--- config.mk ---
export PLATFORM = sky130hd
export DESIGN_NAME = skewed_data_fetcher
export DESIGN_NICKNAME = d
export VERILOG_FILES = /design/src/rtl/skewed_data_fetcher_pkg.sv /design/src/rtl/skewed_data_fetcher_skew_line.sv /design/src/rtl/skewed_data_fetcher.sv
export SDC_FILE = /design/constraint.sdc
export NUM_CORES = 1
export LEC_CHECK = 0
export ABC_CLOCK_PERIOD_IN_PS = 17070
export CAP_MARGIN = 20
export CORE_MARGIN = 1
export CORE_UTILIZATION = 50
export CTS_CLUSTER_SIZE = 25
export DETAILED_ROUTE_END_ITERATION = 8
export GPL_ROUTABILITY_DRIVEN = 0
export HOLD_SLACK_MARGIN = 0.1
export PLACE_DENSITY_LB_ADDON = 0.1
export RECOVER_POWER = 50
export SYNTH_ARGS = -nofsm -noshare
export SYNTH_HDL_FRONTEND = slang
export SYNTH_SLANG_ARGS = --single-unit
export TNS_END_PERCENT = 50
--- constraint.sdc ---
create_clock -name clk -period 17.07 [get_ports clk]
set_input_delay 4.2675 -clock clk [delete_from_list [all_inputs] [get_ports clk]]
set_output_delay 4.2675 -clock clk [all_outputs]
set_load 0.01 [all_outputs]
--- src/rtl/skewed_data_fetcher_pkg.sv ---
`default_nettype none
// ============================================================================
// Module   : fetcher_pkg
// Brief    : Shared state encoding and width helpers for skewed_data_fetcher.
// Revision : 1.0
// ============================================================================
package fetcher_pkg;

    typedef enum logic [1:0] {
        IDLE   = 2'd0,
        STREAM = 2'd1,
        DRAIN  = 2'd2,
        DONE   = 2'd3
    } fetch_state_t;

    // Buffer address width for an NxN matrix, never below one bit
    function automatic int calc_addr_w(input int n);
        return (n * n > 1) ? $clog2(n * n) : 1;
    endfunction

    // Row pointer / drain counter width, never below one bit
    function automatic int calc_ptr_w(input int n);
        return (n > 1) ? $clog2(n) : 1;
    endfunction

endpackage
`default_nettype wire

--- src/rtl/skewed_data_fetcher_skew_line.sv ---
`default_nettype none
// ============================================================================
// Module   : skew_line
// Brief    : DEPTH-stage delay line with stall and valid; DEPTH 0 is a wire.
// Revision : 1.0
// ============================================================================
module skew_line #(
    parameter int DEPTH     = 1,
    parameter int DATA_SIZE = 32
) (
    input  logic                 clk,
    input  logic                 reset,
    input  logic                 enable,
    input  logic                 i_valid,
    input  logic [DATA_SIZE-1:0] i_data,
    output logic                 o_valid,
    output logic [DATA_SIZE-1:0] o_data
);

    if (DEPTH == 0) begin : g_passthru
        logic w_unused_ctrl;
        assign w_unused_ctrl = clk ^ reset ^ enable;
        assign o_valid       = i_valid;
        assign o_data        = i_data;
    end else begin : g_pipe
        logic [DATA_SIZE-1:0] r_data [DEPTH];
        logic [DEPTH-1:0]     r_valid;

        always_ff @(posedge clk) begin
            if (!reset) begin
                for (int s = 0; s < DEPTH; s++) begin
                    r_data[s] <= '0;
                end
                r_valid <= '0;
            end else if (enable) begin
                r_data[0]  <= i_data;
                r_valid[0] <= i_valid;
                for (int s = 1; s < DEPTH; s++) begin
                    r_data[s]  <= r_data[s-1];
                    r_valid[s] <= r_valid[s-1];
                end
            end
        end

        assign o_data  = r_data[DEPTH-1];
        assign o_valid = r_valid[DEPTH-1];
    end

endmodule
`default_nettype wire

--- src/rtl/skewed_data_fetcher.sv ---
`default_nettype none
// ============================================================================
// Module   : skewed_data_fetcher
// Brief    : Streams an NxN operand buffer row by row into a systolic edge,
//            lane i delayed i cycles to form the diagonal wavefront.
// Revision : 1.0
// ============================================================================
module skewed_data_fetcher
    import fetcher_pkg::*;
#(
    parameter int MATRIX_SIZE = 4,
    parameter int DATA_SIZE   = 32,
    parameter int INTERVAL_W  = 4
) (
    input  logic                                       clk,
    input  logic                                       reset,
    input  logic                                       enable,
    input  logic                                       load_en,
    input  logic [calc_addr_w(MATRIX_SIZE)-1:0]        load_addr,
    input  logic [DATA_SIZE-1:0]                       load_data,
    input  logic                                       start,
    input  logic [INTERVAL_W-1:0]                      interval,
    output logic                                       busy,
    output logic                                       done,
    output logic [DATA_SIZE-1:0]                       data_out [MATRIX_SIZE],
    output logic [MATRIX_SIZE-1:0]                     valid_out
);

    localparam int ADDR_W      = calc_addr_w(MATRIX_SIZE);
    localparam int PTR_W       = calc_ptr_w(MATRIX_SIZE);
    localparam int c_MEM_DEPTH = MATRIX_SIZE * MATRIX_SIZE;

    localparam logic [ADDR_W:0]  c_MEM_DEPTH_X = (ADDR_W + 1)'(c_MEM_DEPTH);
    localparam logic [PTR_W-1:0] c_LAST        = PTR_W'(MATRIX_SIZE - 1);

    fetch_state_t           r_state;
    logic [INTERVAL_W-1:0]  r_interval_q;
    logic [INTERVAL_W-1:0]  r_interval_cnt;
    logic [PTR_W-1:0]       r_ptr;
    logic [PTR_W-1:0]       r_drain_cnt;
    logic                   r_busy;
    logic                   r_done;
    logic [DATA_SIZE-1:0]   r_mem [c_MEM_DEPTH];
    logic [DATA_SIZE-1:0]   r_issue_data [MATRIX_SIZE];
    logic [MATRIX_SIZE-1:0] r_issue_valid;

    logic                   w_load_ok;
    logic                   w_issue;
    logic [ADDR_W-1:0]      w_row_base;

    assign w_load_ok  = load_en && ({1'b0, load_addr} < c_MEM_DEPTH_X);
    assign w_issue    = (r_state == STREAM) && (r_interval_cnt == r_interval_q);
    assign w_row_base = ADDR_W'(r_ptr) * ADDR_W'(MATRIX_SIZE);

    always_ff @(posedge clk) begin
        if (!reset) begin
            r_state        <= IDLE;
            r_interval_q   <= '0;
            r_interval_cnt <= '0;
            r_ptr          <= '0;
            r_drain_cnt    <= '0;
            r_busy         <= 1'b0;
            r_done         <= 1'b0;
            r_issue_valid  <= '0;
            for (int a = 0; a < c_MEM_DEPTH; a++) begin
                r_mem[a] <= '0;
            end
            for (int i = 0; i < MATRIX_SIZE; i++) begin
                r_issue_data[i] <= '0;
            end
        end else if (enable) begin
            // Non-issue cycles inject zeros so the array sees a clean bubble
            for (int i = 0; i < MATRIX_SIZE; i++) begin
                r_issue_data[i] <= w_issue ? r_mem[w_row_base + ADDR_W'(i)] : '0;
            end
            r_issue_valid <= {MATRIX_SIZE{w_issue}};

            case (r_state)
                IDLE: begin
                    if (w_load_ok) begin
                        r_mem[load_addr] <= load_data;
                    end
                    if (start) begin
                        r_state        <= STREAM;
                        r_interval_q   <= interval;
                        r_interval_cnt <= '0;
                        r_ptr          <= '0;
                        r_busy         <= 1'b1;
                    end
                end
                STREAM: begin
                    if (w_issue) begin
                        r_interval_cnt <= '0;
                        if (r_ptr == c_LAST) begin
                            r_state     <= DRAIN;
                            r_drain_cnt <= '0;
                        end else begin
                            r_ptr <= r_ptr + 1'b1;
                        end
                    end else begin
                        r_interval_cnt <= r_interval_cnt + 1'b1;
                    end
                end
                DRAIN: begin
                    // Held until the deepest lane has presented its last row
                    if (r_drain_cnt == c_LAST) begin
                        r_state <= DONE;
                        r_busy  <= 1'b0;
                        r_done  <= 1'b1;
                    end else begin
                        r_drain_cnt <= r_drain_cnt + 1'b1;
                    end
                end
                DONE: begin
                    r_state <= IDLE;
                    r_done  <= 1'b0;
                end
                default: begin
                    r_state <= IDLE;
                    r_busy  <= 1'b0;
                    r_done  <= 1'b0;
                end
            endcase
        end
    end

    assign busy = r_busy;
    assign done = r_done;

    for (genvar gi = 0; gi < MATRIX_SIZE; gi++) begin : g_lane
        skew_line #(
            .DEPTH     (gi),
            .DATA_SIZE (DATA_SIZE)
        ) u_skew (
            .clk     (clk),
            .reset   (reset),
            .enable  (enable),
            .i_valid (r_issue_valid[gi]),
            .i_data  (r_issue_data[gi]),
            .o_valid (valid_out[gi]),
            .o_data  (data_out[gi])
        );
    end

endmodule
`default_nettype wire

======== After elaboration in Yosys (flattened, before gate mapping) ========
Memories as Yosys holds them, arrays and structs flattened. A register that Yosys moved wholly into a read port is not among the register bits.
Index checks and enable logic that the tools add are counted.
cells by class
  add/subtract/negate cells ............... 6
  equality and inequality tests ........... 12
  muxes and demuxes ....................... 50
  bitwise logic cells ..................... 9
  reduce and logical (&&, ||, !) cells .... 15
operators with widths
  operator               count
  $mux W32               15
  $reduce_or A32 Y1      2
  $mux W2                10
  $mux W4                5
  $reduce_and A5 Y1      3
  $mux W1                14
  $ne A2 B2 Y1 const B   5
  $or A1 B1 Y1           9
  $reduce_and A3 Y1      3
  $add A4 B1 Y4 const B  2
  $add A4 B2 Y4 const B  2
  $eq A2 B2 Y1 const B   4
  $pmux W2 S2            2
  $pmux W2 S4            1
  $pmux W4 S2            1
  $reduce_bool A2 Y1     4
  $add A2 B1 Y2 const B  2
  $eq A4 B4 Y1           1
  $pmux W1 S2            2
  $reduce_and A4 Y1      1
  $eq A2 B1 Y1 const B   1
  $logic_not A2 Y1       1
  $ne A2 B1 Y1 const B   1
  $logic_and A1 B1 Y1    1
storage, ports and cells
  register bits after elaboration ......... 23
  RAM bits ................................ 832
  bits of input ports ..................... 45
  output and inout bits ................... 134
  logic and storage cells ................. 108
  memories ................................ 5
memory list
  name                            words  bits a word  rd ports  clocked after Yosys merged registers in  wr ports  line                                 RTL
  r_mem                           16     32           4         1                                        16        skewed_data_fetcher.sv:43            logic [DATA_SIZE-1:0] r_mem [c_MEM_DEPTH];
  r_issue_data                    4      32           4         0                                        4         skewed_data_fetcher.sv:44            logic [DATA_SIZE-1:0] r_issue_data [MATRIX_SIZE];
  g_lane[3].u_skew.g_pipe.r_data  3      32           3         0                                        3         skewed_data_fetcher_skew_line.sv:26  logic [DATA_SIZE-1:0] r_data [DEPTH];
  g_lane[2].u_skew.g_pipe.r_data  2      32           2         0                                        2         skewed_data_fetcher_skew_line.sv:26
  g_lane[1].u_skew.g_pipe.r_data  1      32           1         0                                        1         skewed_data_fetcher_skew_line.sv:26

======== Longest topological paths before layout ========
  depth after elaboration ................. 7
  gate-level depth with buffers ........... 8
  gate-level depth less buffers ........... 6

======== Hierarchy ========
From an unflattened synthesis, not the netlist that was laid out.
second synthesis, totals
  cells, all modules ...................... 2226
  area, all modules ....................... 36085.9 um2
by module, submodules not included
  module                         times used  cells an instance  area an instance (um2)  seq. area each (um2)
  skewed_data_fetcher            1           1682               27836.7                 19598.8
  skew_line at g_lane[3].u_skew  1           256                4010.1                  2942.8
  skew_line at g_lane[2].u_skew  1           181                2747.6                  1961.9
  skew_line at g_lane[1].u_skew  1           74                 1243.7                  980.9
  skew_line at g_lane[0].u_skew  1           33                 247.7                   0.0

======== Worst setup path before layout ========
No wires, ideal clock.
  kind .................................... input port to flip-flop
  start point ............................. input enable
  end point ............................... memory g_lane[1].u_skew.g_pipe.r_data[0][0], enable pin
  setup time .............................. 0.741 ns
  data arrival time ....................... 12.352 ns
  data required time ...................... 16.329 ns
  slack ................................... 3.977 ns
  stages .................................. 3
  path buffers ............................ 2
  cell sequence ........................... buf_2 -> clkbuf_1 -> nand2b_1
between the ends
  word-level cells in the longest chain between the ends .. 5
RTL lines
  element                            line                                 RTL
  from (decl)                        skewed_data_fetcher.sv:17            input logic enable,
  $mux W1 (*)                        skewed_data_fetcher_skew_line.sv:35  end else if (enable) begin
  $mux W1 (*)                        skewed_data_fetcher_skew_line.sv:30  if (!reset) begin
  $mux W1 (implied by the code) (*)  skewed_data_fetcher_skew_line.sv:36  r_data[0] <= i_data;
  $reduce_or A32 Y1 (no line)        --
  $mux W1 (no line) (*)              --
  to (decl)                          skewed_data_fetcher_skew_line.sv:26
Mark *: on every way between the ends. The rest lies on a longest branch, timed or not.

==> impl_metrics.toml <==
[status]
status = "finished, violations left"
failed_checks = "capacitance limit, slew limit"

[cts]
cts.htree.levels = 3
cts-buffers-inserted = 85
clkTransAtPathRegs_ps = 60
post-cts-setup-buffers = 0
cts_tree = "yes"
holdBufCountCts = 0
clk_path_buf_depth = 3
cts.repair.resized = 0
insertion_delay_ps = 630
root_buffer = "clkbuf_16"
cts_sinks = 854

[layout]
postLayoutCoreUtil_pct = 57.4
multiInputGateArea_sq_mm = 0.00908
fillers = 5426
fin_nets = 2315
drive_gt1_share_pct = 12.0
final_area_sq_mm = 0.0403
register_area_sq_mm = 0.0254
layout.cells.non_filler = 3266
area_growth_pct = 13.1

[timing]
finalSetupViolCount = 0
finalCritPeriodShare_pct = 62.2
slew_headroom_pct = -128
rsz0062_at_grt = "false"
period_needed_ps = 10620
worst_pin_slew_ps = 3420
hold_viol = 0
fmax_mhz = 94.2
worst_slack_ps = 6450
skew_ps = 27.7
whs_ps = 494
setup_tns_ps = 0
maxSlewViolCount = 1106

[routing]
dr.pass1.iters = 5
ant_nets = 0
wl_per_cell_microns = 22.9
avgViaCountPerCell = 5.42
finalWirelength_microns = 74700
drc = 0
drt_iter0_markers = 1233
vias = 17703

[setup_path]
cp.arrival_ps = 10610
critPathCaptureType = "flip-flop"
critPathKind = "in2reg"
cp_slowest_cell = "clkbuf_1"
rr_startpoint = "r_state[1]$_SDFFE_PN0P_"
worstSetupStartpoint = "reset"
crit_fanout = 55
critical_path.max_stage_delay_ps = 2090
cp_cell_sequence = "clkbuf_1, clkbuf_1, clkbuf_1, o21ai_0, clkbuf_1"
critPathLaunchType = "primary input"
worstPathRequired_ps = 17060
crit_top_cell = "clkbuf_1"

[global_route]
grt_pass1_vias = 18354
grt_max_degree = 97
grt_pass1_wl_microns = 113000
gr-total-overflow = 0
gr-usage-all-layers_pct = 20.8
antenna_found_initial = 2

[placed_design]
dp.cells = 3115
port_buffers = 178
dpl.hpwl_microns = 42100
place_area_sq_mm = 0.0378
dp_slack_ps = 8980

[logic_synthesis]
seq_area_frac_synth_pct = 71.3
synth_common_cells = "edfxtp_1 (832), and2_1 (513), and3_1 (193), clkbuf_1 (143), mux4_2 (128)"
synthFlopType = "edfxtp_1"
synth_warnings = 0
synth_top_cell_area_share_pct = 70.0
yosysUniqueCellTypes = 44
synth-seq-cells = 854
syn-num-nets = 2252
synth_edf_count = 832
syn_area_sq_mm = 0.0357
synth_most_common_cell = "edfxtp_1"
yosys-top-cells-area = "edfxtp_1 (70%), and2_1 (9.0%), mux4_2 (8.1%), and3_1 (3.4%), nor2b_1 (2.1%)"
synth_top_area_cell = "edfxtp_1"
synth_cells = 2200
avgSynthCellArea_sq_um = 16.2
async_reset_ff_share_pct = 0

[run]
max_cap_violations = 24

[power]
power_density_mw_per_mm2 = 116
ir_drop_uv = 67.1
power_mw = 4.66
cellLeakagePower_nw = 15.1

[floorplanning]
core_area_sq_mm = 0.0703
pin_count = 179
fp.dieH_microns = 269
die_width_microns = 269
die_area_sq_mm = 0.0724
start_util_pct = 50.8
rows = 97

[hold_path]
worstHoldPathType = "reg2reg"
holdCritStartpoint = "g_lane[3].u_skew.g_pipe.r_valid[2]$_SDFFE_PN0P_"
layer usage:
layer	track usage [%]	wire [microns]	vias to the layer above
li1	-	-	8121
met1	28.2	32400	9081
met2	35.0	37500	399
met3	3.09	3310	102
met4	5.97	1500	0
met5	0	0	-
kinds of logic (layout without fill, tap and decap cells):
kind of cell | Yosys count | count (layout) | share of synthesized area [%]
AO/OA/AOI/OAI | 35 | 35 | 0.600
other | 0 | 4 | 0
flip-flops | 854 | 854 | 71.3
multiplexers | 139 | 139 | 8.39
buffers and inverters | 251 | 373 | 3.51
XOR/XNOR | 4 | 4 | 0.0982
adder cells (fa/ha/maj) | 7 | 7 | 0.246
AND/OR/NAND/NOR | 910 | 910 | 15.9
worst max-delay path, delay by kind of cell:
kind,cells,cell delay [ps]
buf+inv,4,5920
compound gates,1,310
sequential cells by signal (all words and copies together) (netlist names), named ones only:
register                      flops
r_mem                           512
g_lane.u_skew.g_pipe.r_data     192
r_issue_data                    128
r_interval_cnt                    4
r_interval_q                      4
g_lane.u_skew.g_pipe.r_valid      3
r_drain_cnt                       2
r_ptr                             2
r_state                           2
busy                              1
done                              1
r_issue_valid                     1
placed cells by master, fill, tap and decap left out, types with 3 or more instances in the layout:
cell type / count
and2_1: 343
clkinv_1: 17
ha_1: 7
clkinv_2: 12
mux4_2: 128
dfxtp_1: 18
nand2b_1: 8
a211oi_1: 3
nor2_4: 3
and2b_1: 10
inv_1: 7
xnor2_1: 4
clkdlybuf4s50_1: 43
buf_4: 19
o21ai_0: 4
nand4_1: 7
mux2i_1: 11
clkbuf_1: 45
nand2_1: 8
nor2_2: 3
nor2b_1: 121
and2_0: 170
and4_1: 3
nor3_1: 6
o21ai_4: 6
clkbuf_16: 89
o21ai_2: 5
a21oi_1: 4
bufinv_16: 6
and3_1: 193
nand3_1: 10
dlygate4sd3_1: 133
nor2_1: 16
diode_2: 4
a31oi_1: 4
edfxtp_1: 832
layout make-up:
type | instances | area share (%)
repair buffers | 220 | 4.95
clock buffers | 109 | 5.71
multi-input cells | 1095 | 22.5
well taps | 940 | 2.92
clock inverters | 37 | 0.791
diodes | 4 | 0.0248
inverters | 7 | 0.0651
flip-flops and latches | 854 | 63.0
path summary, 6_finish.rpt:
| path | slack, ps | endpoint | cells past startpoint |
|---|---|---|---|
| max | 6450 | r_mem[10][7]$_SDFFCE_PN0P_ | 5 |
| min reg2reg | 490 | g_lane[3].u_skew.g_pipe.r_valid[2]$_SDFFE_PN0P_ | 2 |
| max reg2reg | 10370 | r_issue_data[3][17]$_SDFFCE_PN0P_ | 6 |
| min | 490 | g_lane[3].u_skew.g_pipe.r_valid[2]$_SDFFE_PN0P_ | 2 |
where the power goes:
group | internal [mW] | switching [mW] | leakage [nW]
clock network | 1.04 | 0.753 | 1.28
logic | 0.211 | 0.223 | 4.81
registers | 2.40 | 0.0421 | 9.03
total | 3.64 | 1.02 | 15.1
Note: power is estimated with default switching activity, not from simulation.
